### src/rtl/kernel_pingpong.sv
// Double-buffered kernel row store: bank W fills from the kernel stream while bank R feeds the array.
// Optional macro KERNEL_BIAS_EN latches row 0 of R onto bias_bus at read start-up.
module kernel_pingpong #(
    parameter int                    CFG_DWIDTH    = 32,
    parameter int                    CFG_AWIDTH    = 5,
    parameter logic [CFG_AWIDTH-1:0] CFG_KER_WR    = 5'd8,
    parameter logic [CFG_AWIDTH-1:0] CFG_KER_RD    = 5'd9,
    parameter logic [CFG_AWIDTH-1:0] CFG_KER_SWAP  = 5'd10,
    parameter int                    STR_KER_WIDTH = 16,
    parameter int                    GROUP_NB      = 4,
    parameter int                    DEPTH_NB      = 1,
    parameter int                    KER_WIDTH     = 16,
    parameter int                    MEM_AWIDTH    = 8,
    parameter int                    MEM_DEPTH     = 8
) (
    input  logic                                    clk,
    input  logic                                    rst_n,
    input  logic [CFG_DWIDTH-1:0]                   cfg_data,
    input  logic [CFG_AWIDTH-1:0]                   cfg_addr,
    input  logic                                    cfg_valid,
    input  logic [STR_KER_WIDTH-1:0]                str_ker,
    input  logic                                    str_ker_val,
    output logic                                    str_ker_rdy,
    output logic [GROUP_NB*DEPTH_NB*KER_WIDTH-1:0]  bias_bus,
    output logic [GROUP_NB*DEPTH_NB*KER_WIDTH-1:0]  kernel_bus,
    output logic                                    kernel_val,
    input  logic                                    kernel_rdy
);

    localparam int LANES = GROUP_NB * DEPTH_NB;
    localparam int ROW_W = LANES * KER_WIDTH;
    localparam int PACK  = STR_KER_WIDTH / KER_WIDTH;
    localparam int BEATS = LANES / PACK;
    localparam int BW    = (BEATS > 1) ? $clog2(BEATS) : 1;
    localparam int IW    = (MEM_DEPTH > 1) ? $clog2(MEM_DEPTH) : 1;

    localparam logic [BW-1:0]         BEAT_LAST = BW'(BEATS - 1);
    localparam logic [MEM_AWIDTH-1:0] ROW_LAST  = MEM_AWIDTH'(MEM_DEPTH - 1);

    typedef enum logic {
        FILL_IDLE,
        FILL_ACTIVE
    } fill_state_t;

    typedef enum logic [1:0] {
        RD_IDLE,
        RD_LOAD,
        RD_FETCH,
        RD_RUN
    } rd_state_t;

    fill_state_t fill_state, fill_nxt;
    rd_state_t   rd_state, rd_nxt;

    logic [ROW_W-1:0] mem [2][MEM_DEPTH];

    logic                  wr_cmd, rd_cmd, sw_cmd;
    logic                  wr_bank, rd_bank;
    logic [1:0]            full;
    logic                  swap_pend, swap_go, reload;
    logic [MEM_AWIDTH-1:0] wr_row, wr_end;
    logic [BW-1:0]         beat_cnt;
    logic [ROW_W-1:0]      row_buf, row_next;
    logic                  beat, row_done, fill_done;
    logic [MEM_AWIDTH-1:0] rd_start, rd_end, rd_addr, rd_addr_nxt;
    logic                  rd_cfg, fetch_ok, accept;
    logic [ROW_W-1:0]      kbus_q;
    logic                  cfg_unused;

    assign cfg_unused = ^cfg_data;

    assign wr_cmd = cfg_valid && (cfg_addr == CFG_KER_WR);
    assign rd_cmd = cfg_valid && (cfg_addr == CFG_KER_RD);
    assign sw_cmd = cfg_valid && (cfg_addr == CFG_KER_SWAP);

    assign rd_bank     = ~wr_bank;
    assign str_ker_rdy = (fill_state == FILL_ACTIVE);
    assign beat        = str_ker_rdy && str_ker_val;
    assign row_done    = beat && (beat_cnt == BEAT_LAST);
    assign fill_done   = row_done && (wr_row == wr_end);

    // Swap uses the registered pending flag, so a command landing on the fill-completion edge executes one edge later.
    assign swap_go = swap_pend && (fill_state == FILL_IDLE) && full[wr_bank];
    assign reload  = rd_cmd || swap_go;

    // ---------------- fill side ----------------
    always_ff @(posedge clk or negedge rst_n) begin
        if (!rst_n) fill_state <= FILL_IDLE;
        else        fill_state <= fill_nxt;
    end

    always_comb begin
        fill_nxt = fill_state;
        if (wr_cmd)         fill_nxt = FILL_ACTIVE;
        else if (fill_done) fill_nxt = FILL_IDLE;
    end

    always_comb begin
        row_next = row_buf;
        row_next[32'(beat_cnt) * STR_KER_WIDTH +: STR_KER_WIDTH] = str_ker;
    end

    always_ff @(posedge clk or negedge rst_n) begin
        if (!rst_n) begin
            wr_row   <= '0;
            wr_end   <= '0;
            beat_cnt <= '0;
            row_buf  <= '0;
        end else if (wr_cmd) begin
            wr_row   <= '0;
            wr_end   <= cfg_data[MEM_AWIDTH-1:0];
            beat_cnt <= '0;
        end else if (beat) begin
            row_buf <= row_next;
            if (row_done) begin
                beat_cnt <= '0;
                wr_row   <= wr_row + 1'b1;
            end else begin
                beat_cnt <= beat_cnt + 1'b1;
            end
        end
    end

    always_ff @(posedge clk) begin
        if (row_done && !wr_cmd)
            mem[wr_bank][wr_row[IW-1:0]] <= row_next;
    end

    // ---------------- bank roles and flags ----------------
    always_ff @(posedge clk or negedge rst_n) begin
        if (!rst_n) begin
            wr_bank   <= 1'b0;
            full      <= '0;
            swap_pend <= 1'b0;
        end else begin
            if (swap_go) begin
                wr_bank       <= ~wr_bank;
                full[rd_bank] <= 1'b0;
            end
            if (wr_cmd && !swap_go)
                full[wr_bank] <= 1'b0;
            else if (fill_done)
                full[wr_bank] <= 1'b1;
            if (sw_cmd)       swap_pend <= 1'b1;
            else if (swap_go) swap_pend <= 1'b0;
        end
    end

    // ---------------- read side ----------------
    always_ff @(posedge clk or negedge rst_n) begin
        if (!rst_n) begin
            rd_start <= '0;
            rd_end   <= '0;
            rd_cfg   <= 1'b0;
        end else if (rd_cmd) begin
            rd_start <= cfg_data[MEM_AWIDTH-1:0];
            rd_end   <= cfg_data[16 +: MEM_AWIDTH];
            rd_cfg   <= 1'b1;
        end
    end

    assign fetch_ok   = full[rd_bank] && rd_cfg;
    assign kernel_val = (rd_state == RD_RUN) && fetch_ok;
    assign accept     = kernel_val && kernel_rdy;
    assign kernel_bus = kbus_q;

    always_ff @(posedge clk or negedge rst_n) begin
        if (!rst_n) rd_state <= RD_IDLE;
        else        rd_state <= rd_nxt;
    end

    always_comb begin
        rd_nxt = rd_state;
        if (reload) begin
            rd_nxt = RD_LOAD;
        end else begin
            case (rd_state)
                RD_LOAD:  rd_nxt = RD_FETCH;
                RD_FETCH: rd_nxt = fetch_ok ? RD_RUN : RD_IDLE;
                RD_RUN:   if (!fetch_ok) rd_nxt = RD_IDLE;
                default:  rd_nxt = rd_state;
            endcase
        end
    end

    // rd_addr runs one row ahead of kernel_bus, so the wrap test is applied to the prefetched address.
    always_comb begin
        rd_addr_nxt = rd_addr + 1'b1;
        if (rd_addr == rd_end)        rd_addr_nxt = rd_start;
        else if (rd_addr == ROW_LAST) rd_addr_nxt = '0;
    end

    always_ff @(posedge clk or negedge rst_n) begin
        if (!rst_n) begin
            rd_addr <= '0;
            kbus_q  <= '0;
        end else begin
            case (rd_state)
                RD_LOAD: rd_addr <= rd_start;
                RD_FETCH: begin
                    if (fetch_ok) begin
                        kbus_q  <= mem[rd_bank][rd_addr[IW-1:0]];
                        rd_addr <= rd_addr_nxt;
                    end
                end
                RD_RUN: begin
                    if (accept) begin
                        kbus_q  <= mem[rd_bank][rd_addr[IW-1:0]];
                        rd_addr <= rd_addr_nxt;
                    end
                end
                default: ;
            endcase
        end
    end

`ifdef KERNEL_BIAS_EN
    logic [ROW_W-1:0] bias_q;

    always_ff @(posedge clk or negedge rst_n) begin
        if (!rst_n)
            bias_q <= '0;
        else if ((rd_state == RD_FETCH) && fetch_ok)
            bias_q <= mem[rd_bank][0];
    end

    assign bias_bus = bias_q;
`else
    assign bias_bus = '0;
`endif

endmodule

### config.mk
export PLATFORM = sky130hd
export DESIGN_NAME = kernel_pingpong
export DESIGN_NICKNAME = d
export VERILOG_FILES = /design/src/rtl/kernel_pingpong.sv
export SDC_FILE = /design/constraint.sdc
export NUM_CORES = 1
export LEC_CHECK = 0
export CAP_MARGIN = 20
export CORE_MARGIN = 3
export CORE_UTILIZATION = 65
export CTS_CLUSTER_SIZE = 20
export DETAILED_ROUTE_END_ITERATION = 10
export PLACE_DENSITY = 0.9
export SLEW_MARGIN = 10
export SYNTH_ARGS = -nofsm -noshare
export SYNTH_HDL_FRONTEND = slang
export SYNTH_SLANG_ARGS = --single-unit
### constraint.sdc
create_clock -name clk -period 21.1 [get_ports clk]
set_input_delay 2.11 -clock clk [delete_from_list [all_inputs] [get_ports clk]]
set_output_delay 2.11 -clock clk [all_outputs]
set_load 0.005 [all_outputs]
==> key figures <==
Clock tree
  – H-tree levels: 3
  – Postcts setup bufs: 0
  – TritonCTS clock tree: built
  – Max Root-Sink Buffers: 3
  – CTS resizes: 0
  – CTS sink count: 1202
  – Skew-Pair Late Insertion Delay: 0.69 ns
  – Root Buffer: clkbuf_16
  – CTS clk-pin slew, worst paths: 0.07 ns
  – CTS Buf Count: 110
  – CTS Hold Bufs: 0

Critical path
  – Critical path data required time: 21.38 ns
  – Critical path fanouts, max: 41
  – Worst Setup End Kind: register
  – Crit Path Class: input pin to register
  – Startpoint types: input pin
  – WP data arrival: 5.66 ns

Synth
  – Post-synthesis sequential area ratio: 74.7%
  – Synth Flop Type: edfxtp_1
  – Async S/R FF share, synth: 14.8%
  – Mapped Area: 47100 µm²
  – Post-synth cell types: 49
  – Avg Synthesized Cell Area: 20.0 µm²
  – EDFF count, synth: 1024
  – Seq cells post-synth: 1202
  – Post-synthesis instance total: 2362
  – Yosys Warn Count: 0

Route
  – Met3 WL: 14500 µm
  – Max layer used: met5
  – WL met2: 61400 µm
  – Via/cell ratio: 7.00
  – DRC viols: 0
  – Metal-1 WL: 39000 µm
  – Wire length per cell: 34.0 µm
  – Drt pass-1 iters: 6
  – Antenna viol nets, final: 0
  – Vias: 25400
  – Final wirelength: 123000 µm
  – Initial DRC Count: 3594

STA
  – Setup ws final: 15.72 ns
  – Relative slew slack: 18.2%
  – Worst Skew: 0.0420 ns
  – Final Hold Fails: 0
  – Fmax: 186 MHz
  – Pins Over Slew Limit: 0
  – Min Tclk post-route: 5.38 ns
  – Crit share post-route: 25.5%
  – RSZ-0062 raised after global routing: no
  – Count of final setup violators: 0
  – Hold slack: 0.492 ns
  – Slew @ Worst Pin: 1.23 ns
  – Setup TNS: 0 ns

Power and ir drop
  – Total power: 6.46 mW
  – Worst vdd ir: 0.108 mV
  – PwrDens: 121 nW/µm²
  – Lkg Pwr: 18.7 nW

Min path
  – Worst hold-check path type: register to register

Final layout
  – Fin area: 53300 µm²
  – Inserted Diodes: 0
  – Layout area overhead: 13.1%
  – Most frequent cells in the layout: 1024 x edfxtp_1, 256 x mux4_2, 175 x dfrtp_1
  – Most common cell after layout, fill and taps aside: edfxtp_1
  – Utilization after layout: 74.5%
  – Fin nets: 2641
  – Layout cells sized above 1: 25.4%
  – Fin cells: 3622

Floorplanning
  – Die width: 275 µm
  – Die Y: 275 µm
  – Starting Density: 65.8%
  – Die Area: 75800 µm²
  – Core Region: 71600 µm²
  – Number of top-level pins: 188
  – Core Rows: 98

Placement
  – Pre-CTS WS: 15.25 ns
  – Post-Place Cells: 3396
  – Port Buffers: 107
  – GPL Wtd Cong: 0.752
  – Cell Area, Placed: 49400 µm²
  – DP HPWL: 59400 µm

Global route
  – Largest net degree at the start of global routing: 83
  – Grt ovf: 0
  – Gr usage total: 33.2%
  – Initial antenna violation count: 5
  – First-pass GRT wire length: 179000 µm
  – Vias in the first global route: 26900

Run
  – Max-cap viol count: 0

Outcome
  – Status: completed
-- kinds of logic after synthesis --
group / synth area share, %
buffers and inverters: 2.90
xor gates and xnor gates: 0.427
adders and majority gates: 0.186
muxes: 17.3
and+or+nand+nor: 2.29
other: 0.00795
AOI/OAI and AO/OA: 2.25
DFF: 74.7
-- critical path, stage by stage --
cell	delay (ns)
clkdlybuf4s50_1	0.46
nand4bb_4	0.16
nor3_4	0.04
buf_4	0.24
nor3_1	0.32
nand3_1	0.41
nor2_4	1.01
buf_4	0.86
-- area by class of cell --
class / count / area, µm²
well taps: 950 / 1190
multi-input cells: 965 / 10900
repair buffers: 224 / 1960
fillers: 3558 / 18300
clock buffers: 129 / 2990
clock inverters: 79 / 766
flip-flops and latches: 1202 / 35200
inverters: 73 / 279
-- synthesized netlist by cell type (5+ instances only) --
| cell | instances | share of area, % |
|---|---|---|
| nand4_1 | 10 | 0.13 |
| buf_4 | 86 | 1.4 |
| nand3_1 | 7 | 0.074 |
| edfxtp_1 | 1024 | 65 |
| clkbuf_1 | 39 | 0.31 |
| a22oi_1 | 5 | 0.080 |
| and3_1 | 6 | 0.080 |
| o21ai_0 | 64 | 0.68 |
| inv_1 | 71 | 0.57 |
| mux2i_1 | 136 | 2.9 |
| dfrtp_1 | 178 | 9.4 |
| nor3_1 | 6 | 0.064 |
| mux2_2 | 89 | 2.1 |
| a21oi_1 | 8 | 0.085 |
| buf_1 | 8 | 0.064 |
| o21ai_1 | 9 | 0.096 |
| mux4_2 | 256 | 12 |
| xor2_1 | 11 | 0.20 |
| o221ai_1 | 64 | 1.2 |
| ha_1 | 7 | 0.19 |
| nor2_1 | 27 | 0.21 |
| buf_2 | 50 | 0.53 |
| nand2b_1 | 5 | 0.066 |
| xnor2_1 | 12 | 0.22 |
| nand2_1 | 146 | 1.2 |
-- power by group --
part           switching (mW)  leakage (nW)  total [mW]  internal, mW
clock                   0.892          1.85        2.06          1.17
combinational           0.825          4.77        1.45         0.628
sequential             0.0928          12.1        2.94          2.84
total                    1.81          18.7        6.46          4.65
-- path summary, 6_finish.rpt --
| kind | startpoint | end | slack, ns | cells after the start |
|---|---|---|---|---|
| worst max-delay path | cfg_addr[2] | mem[1][103] | 15.72 | 8 |
| min in group asynchronous | rst_n | kernel_bus[19] | 1.52 | 1 |
| max in group asynchronous | rst_n | row_buf[23] | 17.33 | 3 |
| worst min register to register | kernel_bus[53] | kernel_bus[53] | 0.49 | 2 |
| worst min-delay path | kernel_bus[53] | kernel_bus[53] | 0.49 | 2 |
| worst max register to register | wr_bank | mem[1][425] | 16.87 | 5 |
-- flip-flops by register name, summed over array words and instances (netlist names) --
signal,cells
rd_cfg,1
mem,1024
rd_end,8
row_buf,64
swap_pend,1
rd_start,8
beat_cnt,2
rd_addr,8
wr_row,8
wr_bank,1
wr_end,8
str_ker_rdy,1
rd_state,2
full,2
kernel_bus,64
-- per-layer routing --
layer | GRT usage [%] | vias up
met5 | 0.0642 | -
met4 | 20.0 | 4
met3 | 6.86 | 558
met2 | 54.0 | 2186
met1 | 41.8 | 12900
li1 | - | 9739
Note: power is estimated with default switching activity, not from simulation.
